**src/rtl/idu_pkg.sv**
```systemverilog
`default_nettype none
// ============================================================================
// Module      : idu_pkg
// Description : Shared types for the instruction decode unit. It holds the
//               predecoded opcode class enum, the RV32I major opcodes and the
//               instruction-buffer entry record.
// Revision    : 1.0 - initial release
// ============================================================================
package idu_pkg;

  // Field widths of a stored buffer entry. The buffer's ILEN/PC_W parameters
  // must not exceed these. Narrower values are zero-extended into the entry.
  localparam int IDU_ILEN = 32;
  localparam int IDU_PC_W = 32;

  typedef enum logic [3:0] {
    OC_NONE    = 4'd0,
    OC_LUI     = 4'd1,
    OC_AUIPC   = 4'd2,
    OC_JAL     = 4'd3,
    OC_JALR    = 4'd4,
    OC_BRANCH  = 4'd5,
    OC_LOAD    = 4'd6,
    OC_STORE   = 4'd7,
    OC_OPIMM   = 4'd8,
    OC_OP      = 4'd9,
    OC_FENCE   = 4'd10,
    OC_SYSTEM  = 4'd11,
    OC_ILLEGAL = 4'd12
  } opclass_e;

  // RV32I major opcodes (instr[6:0])
  localparam logic [6:0] OPC_LUI    = 7'b0110111;
  localparam logic [6:0] OPC_AUIPC  = 7'b0010111;
  localparam logic [6:0] OPC_JAL    = 7'b1101111;
  localparam logic [6:0] OPC_JALR   = 7'b1100111;
  localparam logic [6:0] OPC_BRANCH = 7'b1100011;
  localparam logic [6:0] OPC_LOAD   = 7'b0000011;
  localparam logic [6:0] OPC_STORE  = 7'b0100011;
  localparam logic [6:0] OPC_OPIMM  = 7'b0010011;
  localparam logic [6:0] OPC_OP     = 7'b0110011;
  localparam logic [6:0] OPC_FENCE  = 7'b0001111;
  localparam logic [6:0] OPC_SYSTEM = 7'b1110011;

  typedef struct packed {
    logic [IDU_ILEN-1:0] instr;
    logic [IDU_PC_W-1:0] pc;
    opclass_e            opclass;
    logic                illegal;
  } ibuf_entry_t;

endpackage : idu_pkg
`default_nettype wire

```
**src/rtl/idu_predecode.sv**
```systemverilog
`default_nettype none
// ============================================================================
// Module      : idu_predecode
// Description : Purely combinational opcode classifier. It maps the major
//               opcode onto an opclass_e and flags encodings that are not
//               recognised.
// Ports       : opcode  in  7  instr[6:0]
//               opclass out 4  predecoded class
//               illegal out 1  unrecognised opcode or instr[1:0] != 2'b11
// Revision    : 1.0 - initial release
// ============================================================================
module idu_predecode
  import idu_pkg::*;
(
  input  logic [6:0] opcode,
  output opclass_e   opclass,
  output logic       illegal
);

  always_comb begin
    opclass = OC_ILLEGAL;
    case (opcode)
      OPC_LUI:    opclass = OC_LUI;
      OPC_AUIPC:  opclass = OC_AUIPC;
      OPC_JAL:    opclass = OC_JAL;
      OPC_JALR:   opclass = OC_JALR;
      OPC_BRANCH: opclass = OC_BRANCH;
      OPC_LOAD:   opclass = OC_LOAD;
      OPC_STORE:  opclass = OC_STORE;
      OPC_OPIMM:  opclass = OC_OPIMM;
      OPC_OP:     opclass = OC_OP;
      OPC_FENCE:  opclass = OC_FENCE;
      OPC_SYSTEM: opclass = OC_SYSTEM;
      default:    opclass = OC_ILLEGAL;
    endcase
    // Every recognised opcode already ends in 2'b11. The explicit length check
    // keeps compressed-looking words illegal if the table ever grows.
    illegal = (opclass == OC_ILLEGAL) || (opcode[1:0] != 2'b11);
  end

endmodule : idu_predecode
`default_nettype wire

```
**src/rtl/idu_inst_buffer.sv**
```systemverilog
`default_nettype none
// ============================================================================
// Module      : idu_inst_buffer
// Description : DEPTH-entry first-word-fall-through queue of {instr, pc}
//               pairs between fetch and decode. Entries are predecoded at push
//               time, so the head outputs are driven straight from storage.
// Ports       : soc_clk, IBUF_reset        clock / sync active-high reset
//               fetch_valid/ready/instr/pc  fetch-side handshake and payload
//               IDU_stall, flush            pop blocker / redirect discard
//               dec_valid/ready/instr/pc    decode-side handshake and payload
//               dec_opclass, dec_illegal    predecode of the head entry
//               count, drop_err             occupancy / sticky overflow flag
// Revision    : 1.0 - initial release
// ============================================================================
module idu_inst_buffer
  import idu_pkg::*;
#(
  parameter int DEPTH = 4,
  parameter int ILEN  = 32,
  parameter int PC_W  = 32
) (
  input  logic                       soc_clk,
  input  logic                       IBUF_reset,
  input  logic                       fetch_valid,
  input  logic [ILEN-1:0]            fetch_instr,
  input  logic [PC_W-1:0]            fetch_pc,
  output logic                       fetch_ready,
  input  logic                       IDU_stall,
  input  logic                       flush,
  output logic                       dec_valid,
  input  logic                       dec_ready,
  output logic [ILEN-1:0]            dec_instr,
  output logic [PC_W-1:0]            dec_pc,
  output opclass_e                   dec_opclass,
  output logic                       dec_illegal,
  output logic [$clog2(DEPTH+1)-1:0] count,
  output logic                       drop_err
);

  localparam int PTR_W = $clog2(DEPTH);
  localparam int CNT_W = $clog2(DEPTH+1);

  logic [PTR_W-1:0] wr_ptr_q, wr_ptr_d;
  logic [PTR_W-1:0] rd_ptr_q, rd_ptr_d;
  logic [CNT_W-1:0] count_q,  count_d;
  logic             drop_err_q, drop_err_d;
  ibuf_entry_t      mem_q [DEPTH];
  ibuf_entry_t      mem_d [DEPTH];

  opclass_e         pd_opclass;
  logic             pd_illegal;
  ibuf_entry_t      wr_entry;
  ibuf_entry_t      head;
  logic             push;
  logic             pop;

  idu_predecode u_predecode (
    .opcode  (fetch_instr[6:0]),
    .opclass (pd_opclass),
    .illegal (pd_illegal)
  );

  // fetch_ready depends only on occupancy, so a full buffer refuses a push
  // even when a pop happens in the same cycle.
  assign fetch_ready = (count_q != CNT_W'(DEPTH));
  assign dec_valid   = (count_q != '0);
  assign count       = count_q;
  assign drop_err    = drop_err_q;

  assign push = fetch_valid & fetch_ready & ~flush;
  assign pop  = dec_valid & dec_ready & ~IDU_stall & ~flush;

  always_comb begin
    wr_entry         = '0;
    wr_entry.instr   = IDU_ILEN'(fetch_instr);
    wr_entry.pc      = IDU_PC_W'(fetch_pc);
    wr_entry.opclass = pd_opclass;
    wr_entry.illegal = pd_illegal;
  end

  always_comb begin
    wr_ptr_d   = wr_ptr_q;
    rd_ptr_d   = rd_ptr_q;
    count_d    = count_q;
    mem_d      = mem_q;
    // A push refused while full is recorded. A push lost to a flush is not.
    drop_err_d = drop_err_q | (fetch_valid & ~fetch_ready & ~flush);

    if (flush) begin
      wr_ptr_d = '0;
      rd_ptr_d = '0;
      count_d  = '0;
    end else begin
      if (push) begin
        mem_d[wr_ptr_q] = wr_entry;
        wr_ptr_d        = wr_ptr_q + PTR_W'(1);
      end
      if (pop) begin
        rd_ptr_d = rd_ptr_q + PTR_W'(1);
      end
      if (push && !pop) begin
        count_d = count_q + CNT_W'(1);
      end else if (pop && !push) begin
        count_d = count_q - CNT_W'(1);
      end
    end
  end

  always_ff @(posedge soc_clk) begin
    if (IBUF_reset) begin
      wr_ptr_q   <= '0;
      rd_ptr_q   <= '0;
      count_q    <= '0;
      drop_err_q <= 1'b0;
    end else begin
      wr_ptr_q   <= wr_ptr_d;
      rd_ptr_q   <= rd_ptr_d;
      count_q    <= count_d;
      drop_err_q <= drop_err_d;
    end
  end

  // Storage contents are don't-care after reset. Validity comes from count_q.
  always_ff @(posedge soc_clk) begin
    mem_q <= mem_d;
  end

  // Head outputs fall through from storage. When the buffer is empty they are
  // forced to idle values so decode never sees stale data.
  assign head = mem_q[rd_ptr_q];

  always_comb begin
    dec_instr   = '0;
    dec_pc      = '0;
    dec_opclass = OC_NONE;
    dec_illegal = 1'b0;
    if (dec_valid) begin
      dec_instr   = ILEN'(head.instr);
      dec_pc      = PC_W'(head.pc);
      dec_opclass = head.opclass;
      dec_illegal = head.illegal;
    end
  end

endmodule : idu_inst_buffer
`default_nettype wire

```
**config.mk**
```make
export PLATFORM = sky130hd
export DESIGN_NAME = idu_inst_buffer
export DESIGN_NICKNAME = d
export VERILOG_FILES = /design/src/rtl/idu_pkg.sv /design/src/rtl/idu_predecode.sv /design/src/rtl/idu_inst_buffer.sv
export SDC_FILE = /design/constraint.sdc
export NUM_CORES = 1
export LEC_CHECK = 0
export BUFFER_PORTS_ARGS = -buffer_cell sky130_fd_sc_hd__buf_2
export CORE_MARGIN = 3
export CORE_UTILIZATION = 40
export DETAILED_ROUTE_END_ITERATION = 6
export HOLD_SLACK_MARGIN = 0.05
export PLACE_DENSITY_LB_ADDON = 0.08
export RECOVER_POWER = 50
export SYNTH_ARGS = -nofsm -noshare
export SYNTH_HDL_FRONTEND = slang
export SYNTH_SLANG_ARGS = --single-unit
```
**constraint.sdc**
```tcl
create_clock -name soc_clk -period 4.2 [get_ports soc_clk]
set_input_delay 0 -clock soc_clk [delete_from_list [all_inputs] [get_ports soc_clk]]
set_output_delay 0 -clock soc_clk [all_outputs]
set_load 0.03 [all_outputs]
```
==> metrics.cfg, run 1 <==
[outcome]
status = complete, no violations

[finish]
insertedDiodeCount = 0
area_delta_synth_final_pct = 23.3
fill_cells = 2318
fin_nets = 826
layout-drive-gt1-share_pct = 26.4

[drt]
top_layer = met4
wl_met1_mm = 9.73
wl_met3_um = 989
wl_per_cell_um = 19.4
dr.pass1.iters = 5
vias_per_cell = 4.91
wl_met2_mm = 11.0
drt_wl_total_mm = 22.1
drt_iter0_markers = 309
ant_nets = 0
drc = 0
vias = 5615

[clocking]
cts.htree.levels = 1
post-cts-setup-buffer-count = 0
cts_resized = 0
clk_pin_slew_ns = 0.06
cts_tree = done
cts_root_buf = clkbuf_16
cts_inserted_buffers = 30
insertion_delay_ns = 0.53
ctsLongestPathBuffers = 3
clock-sinks = 284

[sta]
tns_ns = 0
maxSlewHeadroom_pct = 23.3
worst_pin_slew_ns = 1.15
post-route-min-period_ns = 2.91
setup_violations = 0
rsz0062_at_grt = false
finalMaxSlewViolations = 0
finalHoldViolCount = 0
clock_skew_ns = 0.00828
min_period_over_period_pct = 69.2
fmax_mhz = 344

[die]
initial_core_util_pct = 41.0
dieArea_um2 = 29900
die_h_um = 173
coreArea_um2 = 27200
die_w_um = 173
core.rowCount = 60
ios = 145

[synthesis]
synthCells = 519
synth_common_cells = edfxtp_1, and2_1, mux4_2
synth_flop_cell = edfxtp_1
synth_seq_cells = 284
synth_nets = 595
synth_top_area_share_pct = 74.5
syn_area_um2 = 11100
avgSynthCellArea_um2 = 21.4
ys_types = 37
synth.most_common_cell = edfxtp_1
netlist_top_cells_area = edfxtp_1, mux4_2, and2_1, dfxtp_1, buf_12
synth_area_leader_cell = edfxtp_1
synth_edf_count = 276
synthArstFlopShare_pct = 0
yosysWarningCount = 0
yosysSeqAreaShare_pct = 75.9

[power_and_ir_drop]
ir_drop_mv = 0.253
finalPower_w = 0.00596
power.share.clock_pct = 40.1
sw_frac_of_total_pct = 21.1
p_switching_w = 0.00126
leakagePower_nw = 4.60
power_density_nw_per_um2 = 434
comb_power_share_pct = 6.8
pwr-share-seq_pct = 53.1
p_int_w = 0.00470

[global_route]
antenna_found_initial = 0
grt_pass1_vias = 6156
grt-ovfl-total = 0
grt_usage_pct = 15.0
grt_max_degree = 72
grt_pass1_wl_mm = 35.3

[worst_setup_path]
cp_max_fo = 71
cp.arrival_ns = 3.33
crit_path_start = count[0]
endpoint_kind = flip-flop
required_ns = 4.62
r2r_start = count[0]
path_class = flip-flop to flip-flop
cp-start-kind = flip-flop

[place]
io_buffer_count = 144
place_hpwl_mm = 12.8
globalplace.congestion = 0.722

[hold_path]
hp-class = input pin to flip-flop
hold_start = IDU_stall

[flow_run]
drv_cap = 0

## final cells by class
| cell class | count | area (µm²) | area share (%) |
|---|---|---|---|
| Sequential cell | 284 | 8460 | 61.6 |
| Multi-Input combinational cell | 202 | 2430 | 17.7 |
| Timing Repair Buffer | 226 | 1440 | 10.5 |
| Clock buffer | 36 | 795 | 5.79 |
| Tap cell | 372 | 465 | 3.39 |
| Clock inverter | 18 | 106 | 0.775 |
| Inverter | 6 | 22.5 | 0.164 |
## metrics by stage
stage	setup slack (ns)	area (µm²)	utilization (%)	hold slack [ns]	cells
6_report	1.29	13700	50.5	0.130	1144
5_1_grt	1.01	13700	50.5	0.177	1144
4_1_cts	1.27	13800	50.8	0.104	1144
3_5_place_dp	1.62	12200	44.9	0.174	1018
3_3_place_gp	1.74	12200	44.9	0.175	1018
2_1_floorplan	0.999	11100	-	0.0724	519
## logic make-up after synthesis
group / Yosys count / synth area share (%)
adders and majority gates: 6 / 0.742
AOI/OAI and AO/OA: 14 / 0.753
DFF: 284 / 75.9
buffers and inverters: 33 / 2.29
and+or+nand+nor: 106 / 5.74
muxes: 71 / 14.2
xor gates and xnor gates: 5 / 0.393
## flip-flops by register name, indices dropped and copies added (netlist names)
register	flops
drop_err	1
wr_ptr_q	2
mem_q	276
count	3
rd_ptr_q	2
## path summary, 6_finish.rpt
path         cells past startpoint     endpoint  slack [ns]
min reg2reg                      2     count[2]        0.54
min                              6     count[0]        0.13
max                              7  rd_ptr_q[1]        1.29
max reg2reg                      7  rd_ptr_q[1]        1.29
## metal layers
metal,up-vias,track usage [%]
met5,-,0
met4,0,3.04
met3,26,2.77
met2,157,24.9
met1,2879,21.2
li1,2553,-
## layout by cell type (no fill, tap or decap), drive strengths merged, types with 2 or more instances in the layout
cell type,n
dlygate4sd3,72
nor3,2
dfxtp,8
nand2b,2
nor3b,2
clkbuf,105
mux4,69
or2,2
ha,5
edfxtp,276
or3,2
inv,6
clkinv,17
a31oi,3
nor2,9
nor2b,2
nand3,4
o21ai,4
a21oi,3
buf,85
nand2,3
mux2i,2
and2,73
xor2,4
## worst max-delay path, cell delays in order (launching register included)
cell	delay (ns)
dfxtp_1	0.36
or3_2	0.49
buf_4	0.37
nand4_1	0.21
dlygate4sd3_1	0.58
xor2_1	0.17
nor2_1	0.05
dlygate4sd3_1	0.54
## power groups by stage
stage	logic, W	clock network, W	registers (W)
4_1_cts	0.000424	0.00247	0.00317
5_1_grt	0.000443	0.00259	0.00317
3_5_place_dp	0.000372	0	0.00323
2_1_floorplan	0.000218	0	0.00323
6_report	0.000406	0.00239	0.00317
3_3_place_gp	0.000364	0	0.00322
## timing repair
item,in CTS,in global routing
hold endpoints to repair,284,0
endpoints found under the setup margin,0,0
hold buffers,72,0
No activity file was read; power rests on OpenSTA's default activity.
==> run 2: changes to the inputs <==
==> constraint.sdc (replaced) <==
create_clock -name soc_clk -period 2.74 [get_ports soc_clk]
set_input_delay 0 -clock soc_clk [delete_from_list [all_inputs] [get_ports soc_clk]]
set_output_delay 0 -clock soc_clk [all_outputs]
set_load 0.03 [all_outputs]
==> metrics.cfg, run 2 (synthesis results as in run 1) <==
[outcome]
status = complete, no violations

[die]
core.rowCount = 60  ; unchanged
coreArea_um2 = 27200  ; unchanged
die_h_um = 173  ; unchanged
initial_core_util_pct = 41.0  ; unchanged
dieArea_um2 = 29900  ; unchanged
die_w_um = 173  ; unchanged
ios = 145  ; unchanged

[global_route]
grt_max_degree = 72  ; unchanged
antenna_found_initial = 0  ; unchanged
grt_pass1_wl_mm = 36.3  ; +3.0%
grt_pass1_vias = 6338  ; +3.0%
grt_usage_pct = 15.4  ; +0.35 points
grt-ovfl-total = 0  ; unchanged

[finish]
insertedDiodeCount = 0  ; unchanged
final_cells = 1150  ; +0.52%
top_register = mem_q
layout-drive-gt1-share_pct = 26.9  ; +0.44 points
fin_util_pct = 50.8  ; +0.36 points
fin_nets = 833  ; +0.85%
final_cell_mix = edfxtp_1, clkbuf_1, buf_2, dlygate4sd3_1, and2_1
largest_register_ffs = 276  ; unchanged
fill_cells = 2296  ; -0.95%
area_delta_synth_final_pct = 24.1
layout_commonest_cell = edfxtp_1

[worst_setup_path]
cp_slowest_cell = and2_0
cp_num_buf_inv = 2  ; -1
cp-start-kind = flip-flop
critPathTopFamily = simple AND/OR/NAND/NOR gates
path_cells = nor3b_1, nor3b_2, buf_4, and2_0, buf_4
critical_path.max_stage_delay_ns = 0.70  ; +0.12 ns
required_ns = 2.94  ; -1.68 ns
critPathMostFrequentCell = buf_4
endpoint_kind = flip-flop
cp.arrival_ns = 2.64  ; -0.69 ns
path_class = flip-flop to flip-flop
cp_max_fo = 20  ; -72%

[power_and_ir_drop]
pwr-share-seq_pct = 53.4  ; +0.3 points
finalPower_w = 0.00909  ; +52%
p_int_w = 0.00713  ; +52%
power.share.clock_pct = 39.7  ; -0.4 points
comb_power_share_pct = 6.9  ; about the same
p_switching_w = 0.00195  ; +55%
power_density_nw_per_um2 = 657  ; +51%
sw_frac_of_total_pct = 21.5  ; +0.42 points
leakagePower_nw = 4.63  ; +0.67%
ir_drop_mv = 0.499  ; +97%

[flow_run]
drv_cap = 0  ; unchanged

[place]
place_hpwl_mm = 13.2  ; +3.9%
globalplace.congestion = 0.707  ; -2.0%
io_buffer_count = 144  ; unchanged
dp_cells = 1024  ; +0.59%

[sta]
tns_ns = 0  ; unchanged
maxSlewHeadroom_pct = 42.4  ; +19 points
worst_pin_slew_ns = 0.863  ; -0.288 ns
fmax_mhz = 409  ; +19%
finalHoldViolCount = 0  ; unchanged
post-route-min-period_ns = 2.44  ; -0.463 ns
min_period_over_period_pct = 89.2  ; +20 points
setup_violations = 0  ; unchanged
rsz0062_at_grt = false
finalMaxSlewViolations = 0  ; unchanged
clock_skew_ns = 0.00742  ; -0.000851 ns

[clocking]
cts_root_buf = clkbuf_16
ctsLongestPathBuffers = 3  ; unchanged
cts.htree.levels = 1  ; unchanged
insertion_delay_ns = 0.53  ; about the same
cts_resized = 0  ; unchanged
ctsHoldBuffers = 72  ; unchanged
cts_tree = done
clk_pin_slew_ns = 0.06  ; about the same
post-cts-setup-buffer-count = 0  ; unchanged
cts_inserted_buffers = 31  ; +3.3%
clock-sinks = 284  ; unchanged

[drt]
drc = 0  ; unchanged
dr.pass1.iters = 4  ; -1
wl_per_cell_um = 19.8  ; +2.2%
vias = 5762  ; +2.6%
vias_per_cell = 5.01  ; +2.1%
drt_wl_total_mm = 22.7  ; +2.7%
ant_nets = 0  ; unchanged
drt_iter0_markers = 316  ; +2.3%

[hold_path]
hp-class = input pin to flip-flop

[run 2: cell types whose count changed in the layout (fill, tap and decap cells not counted), moves of 2 or more]
cell,change
buf_12,+6
and2_0,+2
and2_4,-2
clkinv_1,-2
clkbuf_1,+2
[run 2: final cells by class]
class	instances	area, µm²	share of cell area, %
clock buffers	38	802	5.80
repair buffers	232	1560	11.3
well taps	372	465	3.37
inverters	6	22.5	0.163
flip-flops and latches	284	8460	61.2
multi-input cells	202	2430	17.6
clock inverters	16	76.3	0.552
[run 2: final timing paths]
path	cells past startpoint	slack [ns]	end	start
worst max-delay path	5	0.30	mem_q[167]	count[0]
worst min-delay path	5	0.08	wr_ptr_q[0]	fetch_valid
worst max register to register	5	0.30	mem_q[167]	count[0]
worst min register to register	2	0.57	count[2]	count[2]
[run 2: power by group through the flow]
stage	Sequential (W)	Combinational, W	Clock [W]
floorplan	0.00494	0.000334	0
global placement	0.00494	0.000559	0
detailed placement	0.00494	0.000573	0
CTS	0.00485	0.000656	0.00372
global route	0.00485	0.000685	0.00392
finish	0.00485	0.000631	0.00360
[run 2: tightest hold or removal path, stage by stage]
cell	delay, ns
buf_2	0.09
nor3b_2	0.16
buf_4	0.18
xnor2_1	0.07
nor2_1	0.08
[run 2: layer usage]
layer  vias to the layer above  share of wire, %  global-route usage (%)  wire length [µm]
li1                       2561                 -                       -                 -
met1                      3017                43                    20.5              9730
met2                       152                51                    26.8             11600
met3                        32               4.7                    2.81              1060
met4                         0               1.6                    3.11               369
met5                         -                 0                       0                 0
[run 2: metrics by stage]
stage                     setup slack, ns  instance area, µm²  hold WS (ns)
final                               0.297               13800        0.0832
after detailed placement            0.428               12300         0.191
after floorplan                     0.279               11100        0.0724
after global placement              0.523               12300         0.188
after CTS                           0.231               13900        0.0728
after global routing                0.116               13800         0.112
